==> config.mk <==
export PLATFORM = sky130hd
export DESIGN_NAME = coin_payout_sequencer
export DESIGN_NICKNAME = d
export VERILOG_FILES = /design/src/rtl/coin_payout_sequencer.sv
export SDC_FILE = /design/constraint.sdc
export NUM_CORES = 1
export LEC_CHECK = 0
export ABC_AREA = 1
export BUFFER_PORTS_ARGS = -buffer_cell sky130_fd_sc_hd__buf_2
export CORE_ASPECT_RATIO = 2
export CORE_MARGIN = 5
export CORE_UTILIZATION = 53
export CTS_BUF_LIST = sky130_fd_sc_hd__clkbuf_16
export DETAILED_ROUTE_END_ITERATION = 12
export HOLD_SLACK_MARGIN = 0.05
export PLACE_DENSITY = 0.87
export REMOVE_ABC_BUFFERS = 1
export SLEW_MARGIN = 15
export SYNTH_ARGS = -nofsm -noshare
export SYNTH_HDL_FRONTEND = slang
export SYNTH_SLANG_ARGS = --single-unit
==> constraint.sdc <==
create_clock -name clk2 -period 2.29 [get_ports clk2]
set_input_delay 0.1145 -clock clk2 [delete_from_list [all_inputs] [get_ports clk2]]
set_output_delay 0.1145 -clock clk2 [all_outputs]
set_load 0.1 [all_outputs]
==> src/rtl/coin_payout_sequencer.sv <==
// coin_payout_sequencer: greedy quarter/dime/nickel payout through a handshaked hopper,
// with stock tracking, ack timeout and abort handling.
module coin_payout_sequencer #(
   parameter int ACK_TIMEOUT = 15,
   parameter int STOCK_W     = 8
) (
   input  logic               clk2,
   input  logic               rst,
   input  logic               start,
   input  logic [8:0]         amount,
   input  logic               abort,
   input  logic               stock_load,
   input  logic [STOCK_W-1:0] q_stock_in,
   input  logic [STOCK_W-1:0] d_stock_in,
   input  logic [STOCK_W-1:0] n_stock_in,
   output logic               eject_req,
   output logic [1:0]         eject_sel,
   input  logic               eject_ack,
   output logic               busy,
   output logic               done,
   output logic               err_short,
   output logic               err_jam,
   output logic [8:0]         remaining,
   output logic [3:0]         q_cnt,
   output logic [3:0]         d_cnt,
   output logic [3:0]         n_cnt,
   output logic [STOCK_W-1:0] q_stock,
   output logic [STOCK_W-1:0] d_stock,
   output logic [STOCK_W-1:0] n_stock
);
   localparam int WW = $clog2(ACK_TIMEOUT + 1);
   typedef enum logic [1:0] {IDLE, SELECT, DISPENSE, FINISH} state_t;
   state_t state, state_nx;
   logic [WW-1:0] wait_cnt;
   logic abort_seen, q_ok, d_ok, n_ok, coin_ok, acked, timed_out;
   logic [1:0] sel_nx;
   logic [8:0] coin_val;

   always_comb begin
      q_ok      = remaining >= 9'd25 && q_stock != '0;
      d_ok      = remaining >= 9'd10 && d_stock != '0;
      n_ok      = remaining >= 9'd5 && n_stock != '0;
      coin_ok   = q_ok || d_ok || n_ok;
      sel_nx    = q_ok ? 2'd0 : d_ok ? 2'd1 : 2'd2;
      coin_val  = eject_sel == 2'd0 ? 9'd25 : eject_sel == 2'd1 ? 9'd10 : 9'd5;
      acked     = state == DISPENSE && eject_ack;
      timed_out = state == DISPENSE && !eject_ack && wait_cnt == WW'(ACK_TIMEOUT - 1);
      busy      = state != IDLE;
      done      = state == FINISH;
      state_nx  = state;
      case (state)
         IDLE:     state_nx = start ? SELECT : IDLE;
         SELECT:   state_nx = (abort || !coin_ok) ? FINISH : DISPENSE;
         DISPENSE: state_nx = acked ? ((abort_seen || abort) ? FINISH : SELECT) : timed_out ? FINISH : DISPENSE;
         default:  state_nx = IDLE;
      endcase
   end

   always_ff @(posedge clk2) state <= rst ? IDLE : state_nx;

   always_ff @(posedge clk2) begin
      if (rst) begin
         eject_req  <= 1'b0;
         eject_sel  <= 2'd0;
         err_short  <= 1'b0;
         err_jam    <= 1'b0;
         remaining  <= '0;
         q_cnt      <= '0;
         d_cnt      <= '0;
         n_cnt      <= '0;
         q_stock    <= '0;
         d_stock    <= '0;
         n_stock    <= '0;
         wait_cnt   <= '0;
         abort_seen <= 1'b0;
      end else begin
         if (state == IDLE && start) begin
            remaining  <= amount;
            q_cnt      <= '0;
            d_cnt      <= '0;
            n_cnt      <= '0;
            err_short  <= 1'b0;
            err_jam    <= 1'b0;
            abort_seen <= 1'b0;
         end else if (state == IDLE && stock_load) begin
            q_stock <= q_stock_in;
            d_stock <= d_stock_in;
            n_stock <= n_stock_in;
         end
         if (state == SELECT && state_nx == DISPENSE) begin
            eject_sel  <= sel_nx;
            eject_req  <= 1'b1;
            wait_cnt   <= '0;
            abort_seen <= 1'b0;
         end
         if (state == SELECT && !abort && !coin_ok && remaining >= 9'd5) err_short <= 1'b1;
         if (state == DISPENSE) begin
            abort_seen <= abort_seen || abort;
            wait_cnt   <= wait_cnt + 1'b1;
            if (acked) begin
               eject_req <= 1'b0;
               remaining <= remaining - coin_val;
               // selection guarantees the chosen stock is non-zero, so no underflow here
               if (eject_sel == 2'd0) begin
                  q_stock <= q_stock - 1'b1;
                  q_cnt   <= q_cnt == 4'hf ? q_cnt : q_cnt + 4'd1;
               end else if (eject_sel == 2'd1) begin
                  d_stock <= d_stock - 1'b1;
                  d_cnt   <= d_cnt == 4'hf ? d_cnt : d_cnt + 4'd1;
               end else begin
                  n_stock <= n_stock - 1'b1;
                  n_cnt   <= n_cnt == 4'hf ? n_cnt : n_cnt + 4'd1;
               end
            end else if (timed_out) begin
               eject_req <= 1'b0;
               err_jam   <= 1'b1;
            end
         end
      end
   end
endmodule

==> metrics.txt, run 1 <==
detailed-placement wirelength estimate=6.57 mm; Pwr Density=961 nW/um^2; synthesized area per cell=7.09 sq um; switching pwr=roughly 1900 uW; global route overflow=0; initial antenna violation count=0; Placer Congestion=0.857; #FFs+latches synth=57; top cells by area, synth=dfxtp_1, nand2_1, a21oi_1; sw frac=45.4%; number of global-route vias before repair=roughly 3200; number of enable flip-flop cells after synthesis=0; placed inst area=3980 sq um; Core Region=6520 sq um; Hold Path Class=in2reg; worst skew pair latency=~0.33 ns; first-pass GRT wire length=14.6 mm; Lkg Pwr=0.00213 uW; wire per inst=13.3 microns; Yosys warning count=0; Pint=2230 uW; worst path arrival time=2.24 ns; Starting Density=53.6%; crit path max fanout=4; Reg power frac=between 20% and 30%; clk slew on worst S/H paths=0.05 ns; commonest non-fill, non-tap cell in the layout=buf_2; Post-Syn Area=3490 sq um; area delta synth->final=21.4%; pin count of the biggest net entering global routing=38; share of total power in the clock network=27.4%; Worst path slowest cell=dfxtp_1; endpoints failing setup=0; status=completed; Fin. Hold Viols=0; total track usage=22.0%; # port buffers=90; Mapped Cells=493; Die Y=125 microns; WP data required=2.51 ns; crit path capture type=flop; crit path launch type=flop; Fin Clk Skew=around 0.0030 ns; post-synthesis sequential area ratio=roughly a third; die area=between 8000 and 9000 sq um; CTS Root Cell=clkbuf_16; crit-path cells=inv_1, nor2_2, inv_2, ha_1, fa_2, nor2_1, o21ai_0, nand2_1, nand2_1, nand4_1, nand3_1, o211ai_1, inv_1; Yosys cell types=43; Setup TNS Final=0 ns; RSZ-0062 raised after global routing=false; Worst Tran Pin Value=0.669 ns; Max Fclk=slightly below 500 MHz; clk sinks=57; layout cells sized above 1=between 20 and 25%; H-tree lvl count=3; post-route ant nets=0; Final Cell Area=4240 sq um; Synth top area share=32.7%; Peak supply drop=750 uV; Post-Route WL=8.94 mm; Comb pwr share=43.4%; FP Rows=42; DRC=0; CTS max path bufs=2; share of flip-flops with an asynchronous set or reset=0%; max-slew violation count=0; Max stage delay on crit path=0.35 ns; WS Path Type=reg2reg; Nets=638; post-layout min period=2.02 ns; vias per cell=approximately 5.3; initial drt markers=250; most frequent cells in the layout=buf_2, nand2_1, inv_1; I/O pins=91; drt pass-1 iters=5; slew margin rel.=55.3%; Antenna diodes=0; DIE WIDTH=between 60 and 70 microns; TritonCTS buffer count=9; commonest register cell after synthesis=dfxtp_1; cell taking the most area after synthesis=dfxtp_1; via count=3600; max_cap viols=0; final period utilization=~88%; postcts setup bufs=0; CTS tree=yes
==> metal layers <==
metal / global-route usage (%) / part of all wire [%] / vias to the layer above
met1: 28.2 / 43 / 1618
met3: 5.05 / 7.5 / 10
li1: - / - / 1844
met5: 0 / 0 / -
met4: 6.82 / 1.2 / 0
met2: 35.7 / 48 / 128
==> critical path: cells and delay by family (launching register included) <==
family	cells	cell delay, ns
DFF	1	0.35
buffers and inverters	3	0.21
AOI/OAI and AO/OA	2	0.16
and+or+nand+nor	6	0.62
adders and majority gates	2	0.56
==> registers in the layout, indices dropped and copies added, names as in the netlist <==
name,cells
remaining,9
d_stock,8
n_stock,8
q_stock,8
d_cnt,4
n_cnt,4
q_cnt,4
wait_cnt,4
eject_sel,2
state,2
abort_seen,1
eject_req,1
err_jam,1
err_short,1
==> kinds of logic (layout without fill, tap and decap cells) <==
family | Yosys count | count (layout) | share of synthesized area [%]
AND/OR/NAND/NOR | 184 | 184 | 25.6
AO/OA/AOI/OAI | 140 | 140 | 22.6
buffers and inverters | 86 | 178 | 10.6
flip-flops | 57 | 57 | 32.7
adder cells (fa/ha/maj) | 17 | 17 | 6.30
XOR/XNOR | 9 | 9 | 2.26
==> stage by stage <==
| step | hold WS (ns) | util (%) | setup WS [ns] | std cells | total power, uW |
|---|---|---|---|---|---|
| 6_report | 0.0669 | 65.1 | 0.269 | 673 | 4080 |
| 5_1_grt | 0.0913 | 65.1 | 0.0217 | 673 | 4310 |
| 4_1_cts | 0.0633 | 65.1 | 0.216 | 673 | 4090 |
| 3_5_place_dp | 0.350 | 61.1 | 0.222 | 658 | 2970 |
| 3_3_place_gp | 0.345 | 61.1 | 0.297 | 658 | 2950 |
| 2_1_floorplan | 0.184 | - | -0.481 | 475 | 2620 |
==> power by group through the flow <==
| stage | Sequential [uW] | Clock [uW] | Combinational [uW] |
|---|---|---|---|
| global route | 1210 | 1180 | 1920 |
| global placement | 1210 | 0 | 1740 |
| floorplan | 1810 | 0 | 814 |
| detailed placement | 1210 | 0 | 1760 |
| finish | 1190 | 1120 | 1770 |
| CTS | 1190 | 1130 | 1770 |
==> cell usage after synthesis, drive strengths merged, types with 2 or more instances <==
library cell / instances
dfxtp: 57
a311oi: 3
nand2: 87
a21oi: 58
nand4: 9
nor3: 9
buf: 11
inv: 67
ha: 16
nor2: 41
a31oi: 8
nand3: 29
or2: 3
a211oi: 10
clkbuf: 7
xor2: 7
o211ai: 9
o21ai: 47
nand3b: 3
nor3b: 2
xnor2: 2
==> final cells by class <==
type	count	area [sq um]
fillers	619	2270
well taps	88	110
clock buffers	9	225
multi-input cells	350	1990
inverters	68	263
flip-flops and latches	57	1140
clock inverters	5	20.0
repair buffers	96	498
==> path summary, 6_finish.rpt <==
path	from	end	slack [ns]	cells past startpoint
setup / recovery	eject_sel[0]$_SDFFE_PP0P_	remaining[6]$_SDFF_PP0_	0.27	13
hold / removal	amount[2]	remaining[2]$_SDFF_PP0_	0.07	3
setup reg to reg	eject_sel[0]$_SDFFE_PP0P_	remaining[6]$_SDFF_PP0_	0.27	13
hold reg to reg	eject_req$_SDFF_PP0_	eject_req$_SDFF_PP0_	0.45	2
==> repair_timing <==
item	in CTS	in global routing
hold endpoints to repair	1	0
resized for setup	0	2
endpoints found under the setup margin	0	2
hold buffers	1	0
No activity file was read; power rests on OpenSTA's default activity.
==> run 2, diff against run 1 <==
CAP_MARGIN = 30   (was unset)
CELL_PAD_IN_SITES_DETAIL_PLACEMENT = 1   (was unset)
CELL_PAD_IN_SITES_GLOBAL_PLACEMENT = 2   (was unset)
CORE_UTILIZATION = 29   (was 53)
PLACE_DENSITY = unset   (was 0.87)
PLACE_DENSITY_LB_ADDON = 0.12   (was unset)
==> run 2 against run 1 <==
  * Global-route usage decreased by 4.1 points
  * Cell area increased by 2.4%
  * Combinational power increased by 4%
  * Final cell count increased by 9.2%
  * Via count increased by 2.8%
  * Die area increased by 72%
  * Largest cell class unchanged
  * Highest routed layer unchanged
==> metrics.txt, run 2 (synthesized netlist as in run 1, its figures left out) <==
pin count of the biggest net entering global routing=38 (unchanged); worst skew pair latency=0.33 ns (about the same); postcts setup bufs=0 (unchanged); endpoints failing setup=0 (unchanged); commonest non-fill, non-tap cell in the layout=buf_2; DRC=0 (unchanged); worst path arrival time=2.26 ns (+0.02 ns); post-layout min period=2.03 ns (+0.0121 ns); clk sinks=57 (unchanged); wire per inst=16.9 microns (+27%); initial antenna violation count=0 (unchanged); status=completed; Fillers=1541 (+150%); Final Cell Area=4350 sq um (+2.4%); H-tree lvl count=3 (unchanged); layout cells sized above 1=22.9% (+0.66 points); Fin Clk Skew=0.00690 ns (+0.00391 ns); max FFs per register=9 (unchanged); crit-path cells=inv_1, nor2_2, inv_2, ha_1, fa_2, nor2_1, o21ai_0, nand2_1, nand2_1, nand4_1, nand3_1, o211ai_1, inv_1; Lkg Pwr=0.00215 uW (+0.68%); crit path capture type=flop; Worst path slowest cell=fa_2; Peak supply drop=446 uV (-40%); first-pass GRT wire length=19.8 mm (+35%); Antenna diodes=0 (unchanged); total track usage=17.9% (-4.1 points); R2R setup slack=0.26 ns (about the same); TritonCTS buffer count=9 (unchanged); detailed-placement wirelength estimate=9.60 mm (+46%); Largest Register=remaining; Pwr Density=971 nW/um^2 (+0.99%); crit-path leading delay family=simple AND/OR/NAND/NOR gates; area occupied by multi-input gates=1990 sq um (unchanged); pre-CTS setup slack=0.149 ns (-0.0731 ns); critical path endpoint=remaining[6]$_SDFF_PP0_; initial drt markers=80 (-68%); Max stage delay on crit path=0.36 ns (about the same); post-route ant nets=0 (unchanged); Hold Path Class=in2reg; Starting Density=29.7% (-24 points); crit path buf inv count=3 (unchanged); crit path launch type=flop; Post-Route WL=12.4 mm (+39%); drt pass-1 iters=4 (-1); WS Path Type=reg2reg; number of global-route vias before repair=3965 (+22%); via count=3700 (+2.8%); FF-to-FF path depth=13 (unchanged); max-slew violation count=0 (unchanged); Reg2Reg Launch Point=eject_sel[0]$_SDFFE_PP0P_; die area=14500 sq um (+72%); DIE WIDTH=87.6 microns (+30%); Max Fclk=492 MHz (-0.59%); RSZ-0062 raised after global routing=false; worst setup path startpoint=eject_sel[0]$_SDFFE_PP0P_; CTS Root Cell=clkbuf_16; Setup WS post-layout=0.257 ns (-0.0121 ns); area delta synth->final=24.4%; Power Total=4220 uW (+3.5%); CTS max path bufs=2 (unchanged); final period utilization=88.8% (+0.53 points); slew margin rel.=48.0% (-7.4 points); # port buffers=90 (unchanged); global route overflow=0 (unchanged); critical path depth=13 (unchanged); placed inst area=4080 sq um (+2.4%); vias per cell=5.03 (-5.9%); Sequential Area=1140 sq um (unchanged); most frequent cells in the layout=buf_2, nand2_1, inv_1; Core Region=11800 sq um (+81%); max_cap viols=0 (unchanged); FP Rows=56 (+33%); Worst Tran Pin Value=0.780 ns (+0.111 ns); WP data required=2.51 ns (about the same); CTS tree=yes; clk slew on worst S/H paths=0.05 ns (about the same); crit path max fanout=4 (unchanged); I/O pins=91 (unchanged); Fin. Hold Viols=0 (unchanged); Nets=641 (+0.47%); Placer Congestion=0.774 (-9.7%); reg-to-reg endpoint=remaining[6]$_SDFF_PP0_; Die Y=165 microns (+32%)
## run 2: changes by cell type in the layout (fill, tap and decap cells not counted)
cell      change
clkinv_2      +2
clkinv_1      +2
buf_4         +3
inv_1         -2
## run 2: area by class of cell
class                      count  area share [%]
timing repair buffer          99            12.0
clock buffer                   9            5.18
tap                          145            4.17
clock inverter                 7           0.691
inverter                      68            6.04
sequential                    57            26.2
multi-input combinational    350            45.7
## run 2: what timing repair did
action / in CTS / in global routing
endpoints found under the setup margin: 0 / 2
hold endpoints to repair: 1 / 0
gates resized for setup: 0 / 2
hold buffers: 1 / 0
## run 2: per-stage QoR
stage | TNS (ns) | hold WS, ns | instances | utilization (%)
after floorplan | -2.57 | 0.184 | 475 | -
after global placement | 0 | 0.341 | 718 | 34.6
after detailed placement | 0 | 0.351 | 718 | 34.6
after CTS | 0 | 0.0620 | 735 | 36.9
after global routing | 0 | 0.0687 | 735 | 36.9
final | 0 | 0.0682 | 735 | 36.9
## run 2: report_power, final
group	internal (uW)	switching, uW	leakage, uW
Combinational	447	1390	0.00155
Clock	709	473	0.000136
Sequential	1090	108	0.000465
## run 2: worst register-to-register path, stage by stage, from the launching register on
cell and delay [ns]:
dfxtp_1 0.35, inv_1 0.08, nor2_2 0.11, inv_2 0.10
ha_1 0.22, fa_2 0.36, nor2_1 0.10, o21ai_0 0.08
nand2_1 0.08, nand2_1 0.08, nand4_1 0.13, nand3_1 0.10
o211ai_1 0.10, inv_1 0.05
## run 2: per-layer routing
metal  up-vias  GRT usage (%)  wire length (microns)
met2        58           36.1                   7190
li1       1855              -                      -
met3        11           3.38                    458
met1      1776           17.3                   4560
met4         0           5.66                    189
met5         -              0                      0
## run 2: worst min path at each step
stage                                          to          start  depth (start not counted)  slack (ns)
final                     remaining[2]$_SDFF_PP0_      amount[2]                          3        0.07
after CTS                   q_stock[6]$_SDFF_PP0_  q_stock_in[6]                          3        0.06
after global routing        q_stock[6]$_SDFF_PP0_  q_stock_in[6]                          3        0.07
after floorplan           abort_seen$_SDFFE_PP0P_            rst                          1        0.18
after detailed placement    n_stock[4]$_SDFF_PP0_  n_stock_in[4]                          3        0.35
after global placement      n_stock[4]$_SDFF_PP0_  n_stock_in[4]                          3        0.34
==> run 3, diff against run 2 <==
RECOVER_POWER = 100   (was unset)
==> run 3 against run 2 <==
  * First-iteration DRC count shrank 6.3%
  * Highest routed layer unchanged
  * Global-route usage unchanged
  * Routed wire length rose by 0.18%
  * Register-to-register slack worse by 0.02 ns
  * Flip-flop and latch count unchanged
  * Critical endpoint is now d_cnt[3]$_SDFFE_PP0P_
  * Largest cell class unchanged
  * Cell area down 2.0%
  * Largest power group unchanged
==> metrics.txt, run 3 (synthesized netlist as in run 1, its figures left out) <==
Fin Clk Skew=0.00713 ns (+0.000226 ns); initial antenna violation count=0 (unchanged); Finished Core Util=36.2% (-0.73 points); I/O pins=91 (unchanged); Starting Density=29.7% (unchanged); Max Fclk=486 MHz (-1.1%); CTS Root Cell=clkbuf_16; worst skew pair latency=0.33 ns (about the same); Final Cell Area=4260 sq um (-2.0%); crit-path cells=nand2_1, nor2_4, inv_2, nor2_8, inv_2, nand2_1, o21ai_0, nand2_1, a31oi_1; status=completed; RSZ-0062 raised after global routing=false; Antenna diodes=0 (unchanged); Setup WS post-layout=0.234 ns (-0.0228 ns); global route overflow=0 (unchanged); drt pass-1 iters=4 (unchanged); max_cap viols=0 (unchanged); H-tree lvl count=3 (unchanged); placed inst area=4080 sq um (unchanged); Fin. Hold Viols=0 (unchanged); via count=3703 (+0.081%); DIE WIDTH=87.6 microns (unchanged); crit-path leading delay family=simple AND/OR/NAND/NOR gates; CTS tree=yes; Die Y=165 microns (unchanged); worst path arrival time=2.25 ns (about the same); post-layout min period=2.06 ns (+0.0228 ns); final period utilization=89.8% (+0.99 points); die area=14500 sq um (unchanged); WP data required=2.48 ns (-0.03 ns); total track usage=17.9% (unchanged); Top cell by count, worst path=nand2_1; pin count of the biggest net entering global routing=38 (unchanged); post-route ant nets=0 (unchanged); initial drt markers=75 (-6.3%); Max stage delay on crit path=0.38 ns (+0.02 ns); Worst path slowest cell=dfxtp_1; Post-Route WL=12.4 mm (+0.18%); vias per cell=5.04 (about the same); area delta synth->final=21.9%; endpoints failing setup=0 (unchanged); Largest Register=remaining; first-pass GRT wire length=19.8 mm (unchanged); most frequent cells in the layout=nand2_1, inv_1, a21oi_1; Placer Congestion=0.774 (unchanged); Hold Path Class=in2reg; detailed-placement wirelength estimate=9.60 mm (unchanged); TritonCTS buffer count=9 (unchanged); max-slew violation count=0 (unchanged); FP Rows=56 (unchanged); Pwr Density=981 nW/um^2 (+1.1%); commonest non-fill, non-tap cell in the layout=nand2_1; crit path buf inv count=2 (-1); number of global-route vias before repair=3965 (unchanged); DRC=0 (unchanged); clk sinks=57 (unchanged); crit path capture type=flop; Power Total=4180 uW (-0.92%); Core Region=11800 sq um (unchanged); clk slew on worst S/H paths=0.05 ns (about the same); CTS max path bufs=2 (unchanged); layout cells sized above 1=13.4% (-9.5 points); Worst Tran Pin Value=1.22 ns (+0.437 ns); crit path max fanout=15 (+11); slew margin rel.=19.2% (-29 points); pre-CTS setup slack=0.149 ns (unchanged); wire per inst=16.9 microns (+0.18%); Peak supply drop=444 uV (-0.49%); worst hold margin=0.0686 ns (+0.000356 ns); Nets=641 (unchanged); WS Path Type=reg2reg; # port buffers=90 (unchanged); Lkg Pwr=0.00193 uW (-10%); max FFs per register=9 (unchanged); crit path launch type=flop
-- run 3: changes by cell type in the layout (fill, tap and decap cells not counted), sizes merged --
cell and delta:
buf -53, clkbuf +53
-- run 3: stage by stage --
step / TNS, ns / std cells
after global routing: 0 / 735
after detailed placement: 0 / 718
final: 0 / 735
after floorplan: -2.57 / 475
after global placement: 0 / 718
after CTS: 0 / 735
-- run 3: tightest hold or removal path: stages --
cell and delay, ns:
buf_2 0.08, o21ai_1 0.06, a21oi_1 0.11
-- run 3: layout make-up --
type,count,area [sq um]
flip-flops and latches,57,1140
multi-input cells,350,1970
well taps,145,181
inverters,68,260
clock inverters,7,30.0
fillers,1563,7510
repair buffers,99,453
clock buffers,9,225
-- run 3: worst paths after layout --
check / cells past startpoint / slack (ns) / startpoint / endpoint
setup reg to reg: 9 / 0.23 / state[1]$_SDFF_PP0_ / d_cnt[3]$_SDFFE_PP0P_
hold reg to reg: 2 / 0.47 / err_jam$_SDFF_PP0_ / err_jam$_SDFF_PP0_
hold / removal: 3 / 0.07 / amount[2] / remaining[2]$_SDFF_PP0_
setup / recovery: 9 / 0.23 / state[1]$_SDFF_PP0_ / d_cnt[3]$_SDFFE_PP0P_
-- run 3: layer usage --
| layer | vias up | track usage (%) | part of all wire [%] |
|---|---|---|---|
| li1 | 1854 | - | - |
| met1 | 1773 | 17.3 | 37 |
| met2 | 61 | 36.1 | 57 |
| met3 | 15 | 3.38 | 3.7 |
| met4 | 0 | 5.66 | 1.9 |
| met5 | - | 0 | 0 |
-- run 3: what timing repair did --
action,CTS,global route
setup endpoints to repair,0,2
resized for setup,0,2
endpoints found under the hold margin,1,0
hold buffers,1,0
buffers inserted,0,0
-- run 3: power by group --
part           switching [uW]  internal (uW)
Sequential                108           1090
Combinational            1390            414
Clock                     472            709
